### src/rtl/cacheline_adapter_pkg.sv
// Shared types and constants for the cache-line / burst-memory adapter.
// Holds the beat geometry, the FSM state encoding and two small helpers:
// one for aligning addresses to a line, one for locating a beat inside a line.
package cacheline_adapter_types;

    localparam int BEATS       = 4;     // beats per cache line
    localparam int BEAT_W      = 64;    // burst data width
    localparam int LINE_W      = 256;   // cache line width, BEATS*BEAT_W
    localparam int OFFSET_BITS = 5;     // byte offset bits within a line
    localparam int ADDR_W      = 32;
    localparam int CNT_W       = 2;     // beat counter width, log2(BEATS)

    typedef enum logic [2:0] {
        IDLE     = 3'd0,
        RD_REQ   = 3'd1,
        RD_WAIT  = 3'd2,
        WR_BURST = 3'd3,
        RESP     = 3'd4
    } adapter_state_t;

    // Clear the in-line byte offset so the address points at the line start.
    function automatic logic [ADDR_W-1:0] line_addr(input logic [ADDR_W-1:0] addr);
        return {addr[ADDR_W-1:OFFSET_BITS], {OFFSET_BITS{1'b0}}};
    endfunction

    // Bit position of beat 'cnt' inside a line (cnt * 64).
    function automatic logic [7:0] beat_base(input logic [CNT_W-1:0] cnt);
        return {cnt, 6'd0};
    endfunction

endpackage

### src/rtl/cacheline_adapter_if.sv
// Bundle of the cache-side line port (dfp_*) and the burst-memory port (bmem_*).
//   slave  : the adapter's view (takes line requests, drives the burst bus)
//   master : the environment's view (cache + memory side)
// dfp_addr/dfp_read/dfp_write/dfp_wdata : line request from the cache
// dfp_rdata/dfp_resp                    : line result back to the cache
// bmem_addr/bmem_read/bmem_write/bmem_wdata : burst request to memory
// bmem_ready/bmem_raddr/bmem_rdata/bmem_rvalid : memory handshake and read beats
interface cacheline_adapter_if;
    import cacheline_adapter_types::*;

    logic [ADDR_W-1:0] dfp_addr;
    logic              dfp_read;
    logic              dfp_write;
    logic [LINE_W-1:0] dfp_wdata;
    logic [LINE_W-1:0] dfp_rdata;
    logic              dfp_resp;

    logic [ADDR_W-1:0] bmem_addr;
    logic              bmem_read;
    logic              bmem_write;
    logic [BEAT_W-1:0] bmem_wdata;
    logic              bmem_ready;
    logic [ADDR_W-1:0] bmem_raddr;
    logic [BEAT_W-1:0] bmem_rdata;
    logic              bmem_rvalid;

    modport slave (
        input  dfp_addr, dfp_read, dfp_write, dfp_wdata,
        output dfp_rdata, dfp_resp,
        output bmem_addr, bmem_read, bmem_write, bmem_wdata,
        input  bmem_ready, bmem_raddr, bmem_rdata, bmem_rvalid
    );

    modport master (
        output dfp_addr, dfp_read, dfp_write, dfp_wdata,
        input  dfp_rdata, dfp_resp,
        input  bmem_addr, bmem_read, bmem_write, bmem_wdata,
        output bmem_ready, bmem_raddr, bmem_rdata, bmem_rvalid
    );

endinterface

### src/rtl/cacheline_adapter.sv
// Adapter between a 256-bit cache line port and a 64-bit burst memory.
// A line read becomes one burst read request followed by collection of four
// tagged beats; a line write becomes a four-beat burst write. Only one
// transaction is in flight; completion is a single-cycle dfp_resp.
// Ports:
//   clk : clock
//   rst : synchronous active-low reset
//   bus : cacheline_adapter_if.slave (dfp_* line port and bmem_* burst port)
// Every output is driven straight from a register; the registers are loaded
// from the next-state decode so outputs line up with the state they belong to.
module cacheline_adapter
    import cacheline_adapter_types::*;
(
    input  logic               clk,
    input  logic               rst,
    cacheline_adapter_if.slave bus
);

    localparam logic [CNT_W-1:0] LAST_BEAT = CNT_W'(BEATS - 1);

    adapter_state_t    state_r;
    adapter_state_t    state_s;
    logic [CNT_W-1:0]  cnt_r;
    logic [CNT_W-1:0]  cnt_s;
    logic [ADDR_W-1:0] addr_r;
    logic [ADDR_W-1:0] addr_s;
    logic [LINE_W-1:0] buf_r;
    logic [LINE_W-1:0] buf_s;
    logic [LINE_W-1:0] rdata_r;
    logic [LINE_W-1:0] rdata_s;
    logic [BEAT_W-1:0] wdata_r;
    logic [BEAT_W-1:0] wdata_s;
    logic              resp_r;
    logic              read_r;
    logic              write_r;
    logic              raddr_hit_s;

    // Returning beats belong to us only when their tag names our line.
    assign raddr_hit_s = (bus.bmem_raddr[ADDR_W-1:OFFSET_BITS] == addr_r[ADDR_W-1:OFFSET_BITS]);

    // Next-state, counter, address, line buffer and output-data decode.
    always_comb begin
        state_s = state_r;
        cnt_s   = cnt_r;
        addr_s  = addr_r;
        buf_s   = buf_r;
        rdata_s = rdata_r;
        case (state_r)
            IDLE: begin
                addr_s = line_addr(bus.dfp_addr);
                // A simultaneous read+write is illegal; the write is served.
                if (bus.dfp_write) begin
                    state_s = WR_BURST;
                    buf_s   = bus.dfp_wdata;
                    cnt_s   = {CNT_W{1'b0}};
                end else if (bus.dfp_read) begin
                    state_s = RD_REQ;
                end else begin
                    state_s = IDLE;
                end
            end
            RD_REQ: begin
                if (bus.bmem_ready) begin
                    state_s = RD_WAIT;
                    cnt_s   = {CNT_W{1'b0}};
                end else begin
                    state_s = RD_REQ;
                end
            end
            RD_WAIT: begin
                if (bus.bmem_rvalid && raddr_hit_s) begin
                    buf_s[beat_base(cnt_r) +: BEAT_W] = bus.bmem_rdata;
                    cnt_s = cnt_r + {{(CNT_W-1){1'b0}}, 1'b1};
                    if (cnt_r == LAST_BEAT) begin
                        state_s = RESP;
                        // Publish the completed line together with dfp_resp.
                        rdata_s = buf_s;
                    end else begin
                        state_s = RD_WAIT;
                    end
                end else begin
                    state_s = RD_WAIT;
                end
            end
            WR_BURST: begin
                // Only the first beat waits for bmem_ready; the rest stream out.
                if ((cnt_r == {CNT_W{1'b0}}) && !bus.bmem_ready) begin
                    state_s = WR_BURST;
                end else if (cnt_r == LAST_BEAT) begin
                    state_s = RESP;
                    cnt_s   = cnt_r + {{(CNT_W-1){1'b0}}, 1'b1};
                end else begin
                    state_s = WR_BURST;
                    cnt_s   = cnt_r + {{(CNT_W-1){1'b0}}, 1'b1};
                end
            end
            RESP: begin
                state_s = IDLE;
            end
            default: begin
                state_s = IDLE;
                cnt_s   = {CNT_W{1'b0}};
            end
        endcase

        if (state_s == WR_BURST) begin
            wdata_s = buf_s[beat_base(cnt_s) +: BEAT_W];
        end else begin
            wdata_s = {BEAT_W{1'b0}};
        end
    end

    // State, datapath and registered-output update with synchronous reset.
    always_ff @(posedge clk) begin
        if (!rst) begin
            state_r <= IDLE;
            cnt_r   <= {CNT_W{1'b0}};
            addr_r  <= {ADDR_W{1'b0}};
            buf_r   <= {LINE_W{1'b0}};
            rdata_r <= {LINE_W{1'b0}};
            wdata_r <= {BEAT_W{1'b0}};
            resp_r  <= 1'b0;
            read_r  <= 1'b0;
            write_r <= 1'b0;
        end else begin
            state_r <= state_s;
            cnt_r   <= cnt_s;
            addr_r  <= addr_s;
            buf_r   <= buf_s;
            rdata_r <= rdata_s;
            wdata_r <= wdata_s;
            resp_r  <= (state_s == RESP);
            read_r  <= (state_s == RD_REQ);
            write_r <= (state_s == WR_BURST);
        end
    end

    assign bus.dfp_rdata  = rdata_r;
    assign bus.dfp_resp   = resp_r;
    assign bus.bmem_addr  = addr_r;
    assign bus.bmem_read  = read_r;
    assign bus.bmem_write = write_r;
    assign bus.bmem_wdata = wdata_r;

endmodule

### src/flat_wrapper.sv
// flat-port wrapper written by rule: the top's interface ports become plain ports
module cacheline_adapter_flat import cacheline_adapter_types::*;
  (clk, rst, bus_dfp_addr, bus_dfp_read, bus_dfp_write, bus_dfp_wdata, bus_dfp_rdata, bus_dfp_resp, bus_bmem_addr, bus_bmem_read, bus_bmem_write, bus_bmem_wdata, bus_bmem_ready, bus_bmem_raddr, bus_bmem_rdata, bus_bmem_rvalid);
  cacheline_adapter_if bus_i ();
  input  logic clk;
  input  logic rst;
  input wire logic [$bits(bus_i.dfp_addr)-1:0] bus_dfp_addr;
  input wire logic [$bits(bus_i.dfp_read)-1:0] bus_dfp_read;
  input wire logic [$bits(bus_i.dfp_write)-1:0] bus_dfp_write;
  input wire logic [$bits(bus_i.dfp_wdata)-1:0] bus_dfp_wdata;
  output wire logic [$bits(bus_i.dfp_rdata)-1:0] bus_dfp_rdata;
  output wire logic [$bits(bus_i.dfp_resp)-1:0] bus_dfp_resp;
  output wire logic [$bits(bus_i.bmem_addr)-1:0] bus_bmem_addr;
  output wire logic [$bits(bus_i.bmem_read)-1:0] bus_bmem_read;
  output wire logic [$bits(bus_i.bmem_write)-1:0] bus_bmem_write;
  output wire logic [$bits(bus_i.bmem_wdata)-1:0] bus_bmem_wdata;
  input wire logic [$bits(bus_i.bmem_ready)-1:0] bus_bmem_ready;
  input wire logic [$bits(bus_i.bmem_raddr)-1:0] bus_bmem_raddr;
  input wire logic [$bits(bus_i.bmem_rdata)-1:0] bus_bmem_rdata;
  input wire logic [$bits(bus_i.bmem_rvalid)-1:0] bus_bmem_rvalid;
  assign bus_i.dfp_addr = bus_dfp_addr;
  assign bus_i.dfp_read = bus_dfp_read;
  assign bus_i.dfp_write = bus_dfp_write;
  assign bus_i.dfp_wdata = bus_dfp_wdata;
  assign bus_dfp_rdata = bus_i.dfp_rdata;
  assign bus_dfp_resp = bus_i.dfp_resp;
  assign bus_bmem_addr = bus_i.bmem_addr;
  assign bus_bmem_read = bus_i.bmem_read;
  assign bus_bmem_write = bus_i.bmem_write;
  assign bus_bmem_wdata = bus_i.bmem_wdata;
  assign bus_i.bmem_ready = bus_bmem_ready;
  assign bus_i.bmem_raddr = bus_bmem_raddr;
  assign bus_i.bmem_rdata = bus_bmem_rdata;
  assign bus_i.bmem_rvalid = bus_bmem_rvalid;
  cacheline_adapter u_core (.clk(clk), .rst(rst), .bus(bus_i));
endmodule
### config.mk
export PLATFORM = sky130hd
export DESIGN_NAME = cacheline_adapter_flat
export DESIGN_NICKNAME = d
export VERILOG_FILES = /design/src/rtl/cacheline_adapter_pkg.sv /design/src/rtl/cacheline_adapter_if.sv /design/src/rtl/cacheline_adapter.sv /design/src/flat_wrapper.sv
export SDC_FILE = /design/constraint.sdc
export NUM_CORES = 1
export LEC_CHECK = 0
export ABC_CLOCK_PERIOD_IN_PS = 8950
export CAP_MARGIN = 20
export CORE_AREA = 3 3 288 290
export DETAILED_ROUTE_END_ITERATION = 7
export DIE_AREA = 0 0 291 293
export HOLD_SLACK_MARGIN = 0.15
export SKIP_LAST_GASP = 1
export SLEW_MARGIN = 20
export SYNTH_ARGS = -nofsm -noshare
export SYNTH_HDL_FRONTEND = slang
export SYNTH_SLANG_ARGS = --single-unit
### constraint.sdc
create_clock -name clk -period 8.95 [get_ports clk]
set_input_delay 0.895 -clock clk [delete_from_list [all_inputs] [get_ports clk]]
set_output_delay 0.895 -clock clk [all_outputs]
set_load 0.005 [all_outputs]
==> qor.yml, run 1 <==
run_status:
  status: "complete, no violations"
placement:
  post-dp-hpwl_um: 91640
  post_dp_cell_area_um2: 36560
  globalplace.congestion: 0.8805
  port_buffers: 729
power_and_ir_drop:
  p_leak_nw: 13.85
  p_per_area_nw_per_um2: 187.4
  irDropWorstVdd_mv: 0.1351
timing:
  setup_viol: 0
  hold_viol_final: 0
  timing.fmax_mhz: 194.9
  rsz0062_at_grt: "false"
  finalSetupTns_ns: 0
  skew_ns: 0.02425
  finalCritPeriodShare: 0.5732
  finalMaxSlewViolations: 0
  tightest_slew_ns: 1.071
  timing.final.crit_period_ns: 5.130
  max-slew-margin-rel: 0.2857
logic_synthesis:
  ys_ff_latch: 611
  ys_types: 63
  ys.flop_type: "dfxtp_1"
  synth_cells: 3482
  yosysSeqAreaShare: 0.4268
  synth_area_um2: 28660
  synth_edf_count: 0
  syn_avg_cell_area_um2: 8.231
  synth.yosys.warnings: 0
  async_reset_ff_frac: 0
clocking:
  cts_setup_buffers: 0
  htree_num_levels: 3
  cts.sinks: 611
  clock_latency_ns: 0.62
  cts_tree: "done"
  clk_pin_slew_ns: 0.06
  cts_hold_buf: 0
  ctsRootBufferMaster: "clkbuf_16"
  clk_path_buf_depth: 3
  ctsResizeCount: 0
  numCtsBuffers: 73
grt:
  grt_max_degree: 167
  grt_pass1_wl_um: 198000
  grt_pass1_vias: 27950
  antenna_found_initial: 28
  grt_remaining_overflow: 0
  track_usage: 0.3083
worst_setup_path:
  cp-end-kind: "flop"
  cp_max_fo: 70
  startpoint_type: "flop"
  worstPathRequired_ns: 9.45
  crit_type: "flop to flop"
  arrival_ns: 5.63
floorplan:
  fp.dieH_um: 293
  initial_core_util: 0.3558
  pin_count: 745
  rows: 104
  die_area_um2: 85260
  die_width_um: 291
  coreArea_um2: 80550
routing:
  wirelength_um: 137500
  viasPerCell: 5.722
  via_count: 29390
  drt_iter0_drc: 2211
  wl_per_cell_um: 26.77
  drc: 0
  ant_nets: 0
  first_pass_iters: 8
layout:
  layout-drive-gt1-share: 0.05249
  area_growth_pct: 35.81
  fillers: 7967
  mostFrequentLayoutCells: "clkdlybuf4s50_1 (727), dfxtp_1 (610), nand2_1 (370)"
  final_area_um2: 38920
  fin_nets: 4400
  layout_commonest_cell: "clkdlybuf4s50_1"
hold_path:
  hold_path_class: "flop to flop"
flow_run:
  cap_violations: 0
==> metal layers <==
| layer | vias to the layer above | global-route usage | wire length, um |
|---|---|---|---|
| met5 | - | 0 | 141 |
| met4 | 20 | 0.1141 | 4645 |
| met3 | 222 | 0.07559 | 11900 |
| met2 | 1230 | 0.5011 | 64180 |
| met1 | 14340 | 0.3972 | 56640 |
| li1 | 13570 | - | - |
==> cell usage after synthesis (16+ instances only) <==
cell | instances | area share
a2111oi_0 | 48 | 0.015
a211o_1 | 23 | 0.0070
a211oi_1 | 234 | 0.061
a21oi_1 | 210 | 0.037
a221o_1 | 38 | 0.013
a2bb2oi_1 | 81 | 0.025
a31oi_1 | 34 | 0.0074
and2_1 | 225 | 0.049
and3_1 | 31 | 0.0068
buf_1 | 16 | 0.0021
buf_2 | 66 | 0.012
clkbuf_1 | 240 | 0.031
dfxtp_1 | 611 | 0.43
inv_1 | 116 | 0.015
mux2i_1 | 65 | 0.023
nand2_1 | 372 | 0.049
nand3_1 | 70 | 0.012
nand4_1 | 19 | 0.0041
nor2_1 | 346 | 0.045
nor2b_1 | 110 | 0.024
nor3_1 | 87 | 0.015
nor4_1 | 17 | 0.0037
o21a_1 | 20 | 0.0052
o21ai_0 | 101 | 0.018
o221ai_1 | 76 | 0.023
o22a_1 | 18 | 0.0055
o32ai_1 | 45 | 0.014
==> stage by stage <==
step,power [mW],cells,worst slack [ns],util,hold slack [ns]
floorplan,3.768,3486,5.820,-,0.4483
global placement,4.387,4990,3.230,0.4538,0.4372
detailed placement,4.397,4990,3.251,0.4539,0.4430
CTS,7.333,5118,3.844,0.4827,0.4505
global route,7.569,5127,3.635,0.4830,0.4613
finish,7.295,5136,3.820,0.4832,0.4479
==> sequential cells by signal, summed over array words and instances (netlist names) <==
| name | flops |
|---|---|
| u_core.cnt_r | 2 |
| u_core.bus.bmem_read | 1 |
| u_core.state_r | 3 |
| u_core.bus.dfp_resp | 1 |
| u_core.buf_r | 256 |
| u_core.bus.bmem_wdata | 64 |
| u_core.bus.bmem_write | 1 |
| u_core.bus.bmem_addr | 27 |
| u_core.bus.dfp_rdata | 256 |
==> power breakdown <==
group	switching (mW)	total, mW	leakage (nW)	internal [mW]
registers	0.0959	2.96	4.96	2.86
clock network	1.24	2.94	1.13	1.70
logic	0.815	1.39	7.75	0.578
total	2.15	7.30	13.8	5.14
==> logic make-up after synthesis <==
| logic type | share of synthesized area |
|---|---|
| AOI/OAI and AO/OA | 0.2570 |
| xor gates and xnor gates | 0.008251 |
| adders and majority gates | 0.002183 |
| buffers and inverters | 0.06509 |
| DFF | 0.4268 |
| muxes | 0.02309 |
| other | 0.0001308 |
| and+or+nand+nor | 0.2175 |
==> final cells by class <==
class                           instances  area [um^2]  area share
Sequential cell                       611        12240      0.3143
Tap cell                             1060         1326     0.03407
Clock inverter                         15        150.1    0.003857
Antenna cell                           18        45.04    0.001157
Timing Repair Buffer                  782         7731      0.1986
Clock buffer                          113         2170     0.05574
Multi-Input combinational cell       2418        14810      0.3805
Inverter                              119        454.2     0.01167
==> worst max-delay path, cell delays in order (launching register included) <==
cell       delay [ns]
dfxtp_4          0.99
and2_0           0.75
nand4_1          0.67
buf_4            0.48
buf_4            0.36
nor2_4           0.85
a32oi_1          0.26
and4_1           0.33
a2111oi_2        0.29
==> path summary, 6_finish.rpt <==
| kind | from | end | slack [ns] | depth (start not counted) |
|---|---|---|---|---|
| setup reg to reg | u_core.state_r[1] | u_core.bus.bmem_wdata[32] | 3.82 | 8 |
| hold reg to reg | u_core.bus.dfp_rdata[226] | u_core.bus.dfp_rdata[226] | 0.45 | 2 |
| hold / removal | u_core.bus.dfp_rdata[226] | u_core.bus.dfp_rdata[226] | 0.45 | 2 |
| setup / recovery | u_core.state_r[1] | u_core.bus.bmem_wdata[32] | 3.82 | 8 |
(Power assumes the default switching activity.)
==> inputs of run 2 (changes only) <==
--- a/config.mk
+++ b/config.mk
@@ -5,7 +5,7 @@
 export SDC_FILE = /design/constraint.sdc
 export NUM_CORES = 1
 export LEC_CHECK = 0
-export ABC_CLOCK_PERIOD_IN_PS = 8950
+export ABC_CLOCK_PERIOD_IN_PS = 4900
 export CAP_MARGIN = 20
 export CORE_AREA = 3 3 288 290
 export DETAILED_ROUTE_END_ITERATION = 7
==> constraint.sdc (replaced) <==
create_clock -name clk -period 4.9 [get_ports clk]
set_input_delay 0.49 -clock clk [delete_from_list [all_inputs] [get_ports clk]]
set_output_delay 0.49 -clock clk [all_outputs]
set_load 0.005 [all_outputs]
==> qor.yml, run 2 (same netlist as run 1, synthesis figures left out) <==
routing:
  first_pass_iters: 6
  drt_iter0_drc: 2482
  viasPerCell: 5.715
  drc: 0
  via_count: 29480
  wirelength_um: 136900
  wl_per_cell_um: 26.54
  ant_nets: 0
placement:
  globalplace.congestion: 0.8786
  post-dp-hpwl_um: 91910
  post_dp_cell_area_um2: 36880
  port_buffers: 729
layout:
  area_growth_pct: 37.29
  fin_nets: 4419
  mostFrequentLayoutCells: "clkdlybuf4s50_1 (727), dfxtp_1 (610), nand2_1 (370)"
  layout_commonest_cell: "clkdlybuf4s50_1"
  fillers: 7938
  final_area_um2: 39350
  layout-drive-gt1-share: 0.05865
worst_setup_path:
  cp-end-kind: "flop"
  reg2reg_depth: 10
  worstPathRequired_ns: 5.43
  path_buf_inv: 3
  crit_slowest_cell: "and4b_4"
  startpoint_type: "flop"
  crit_chain: "inv_1, ha_1, and4b_4, buf_4, buf_4, a21oi_1, nor3_1, a221o_1, mux2i_1, o22ai_1"
  arrival_ns: 4.22
  slowest_delay_ns: 0.75
  cp_max_fo: 27
  crit_type: "flop to flop"
  cp_top_family: "simple AND/OR/NAND/NOR gates"
  crit_cells: 10
  cpMostUsedCell: "buf_4"
timing:
  setup_viol: 0
  tightest_slew_ns: 1.123
  timing.fmax_mhz: 271.3
  rsz0062_at_grt: "false"
  skew_ns: 0.02447
  finalSetupTns_ns: 0
  finalCritPeriodShare: 0.7523
  timing.final.crit_period_ns: 3.686
  finalMaxSlewViolations: 0
  hold_viol_final: 0
  max-slew-margin-rel: 0.2516
grt:
  grt_remaining_overflow: 0
  grt_pass1_wl_um: 196600
  antenna_found_initial: 33
  grt_pass1_vias: 27890
  grt_max_degree: 131
  track_usage: 0.3052
clocking:
  ctsResizeCount: 0
  clk_path_buf_depth: 3
  clock_latency_ns: 0.62
  cts.sinks: 611
  clk_pin_slew_ns: 0.06
  cts_hold_buf: 0
  ctsRootBufferMaster: "clkbuf_16"
  cts_setup_buffers: 0
  numCtsBuffers: 73
  htree_num_levels: 3
  cts_tree: "done"
floorplan:
  die_area_um2: 85260
  coreArea_um2: 80550
  fp.dieH_um: 293
  rows: 104
  pin_count: 745
  die_width_um: 291
  initial_core_util: 0.3558
power_and_ir_drop:
  p_per_area_nw_per_um2: 344.0
  irDropWorstVdd_mv: 0.2579
  p_leak_nw: 14.06
hold_path:
  hold_depth: 3
  hold_path_class: "input port to flop"
flow_run:
  cap_violations: 0
run_status:
  status: "complete, no violations"
[run 2: through the flow]
stage / hold WS, ns / total power [mW] / utilization / std cells / setup slack, ns
2_1_floorplan: 0.4483 / 6.883 / - / 3486 / 1.990
6_report: 0.4225 / 13.54 / 0.4885 / 5158 / 1.214
3_3_place_gp: 0.4380 / 8.035 / 0.4579 / 5009 / 0.8648
4_1_cts: 0.3870 / 13.59 / 0.4878 / 5135 / 1.267
5_1_grt: 0.4221 / 14.02 / 0.4883 / 5150 / 1.051
3_5_place_dp: 0.4434 / 8.047 / 0.4579 / 5009 / 0.8188
[run 2: power breakdown]
| part | internal [mW] | switching, mW | leakage, nW |
|---|---|---|---|
| clock network | 3.25 | 2.30 | 1.19 |
| logic | 1.08 | 1.54 | 7.91 |
| registers | 5.23 | 0.138 | 4.96 |
| total | 9.56 | 3.97 | 14.1 |
[run 2: final cells by class]
cell class | count | area (um^2) | area share
clock buffer | 108 | 2190 | 0.05565
multi-input combinational | 2418 | 14810 | 0.3763
inverter | 119 | 454.2 | 0.01154
clock inverter | 18 | 217.7 | 0.005533
sequential | 611 | 12240 | 0.3110
tap | 1060 | 1326 | 0.03371
antenna | 23 | 57.56 | 0.001463
timing repair buffer | 801 | 8061 | 0.2049
[run 2: path summary, 6_finish.rpt]
check             slack, ns                 startpoint                         to
setup reg to reg       1.21            u_core.cnt_r[0]  u_core.bus.bmem_wdata[18]
hold reg to reg        0.45  u_core.bus.dfp_rdata[231]  u_core.bus.dfp_rdata[231]
setup / recovery       1.21            u_core.cnt_r[0]  u_core.bus.bmem_wdata[18]
hold / removal         0.42           bus_dfp_addr[21]   u_core.bus.bmem_addr[21]
[run 2: per-layer routing]
metal / routed length [um] / vias to the layer above / global-route usage
li1: - / 13600 / -
met3: 10990 / 239 / 0.07203
met1: 57580 / 14320 / 0.3962
met4: 4889 / 22 / 0.1182
met2: 63300 / 1292 / 0.4923
met5: 159 / - / 0
[run 2: worst register-to-register path, stage by stage, from the launching register on]
cell and delay [ns]:
dfxtp_1 0.71, inv_1 0.33, ha_1 0.39, and4b_4 0.75, buf_4 0.31, buf_4 0.30, a21oi_1 0.14, nor3_1 0.16
a221o_1 0.27, mux2i_1 0.12, o22ai_1 0.12
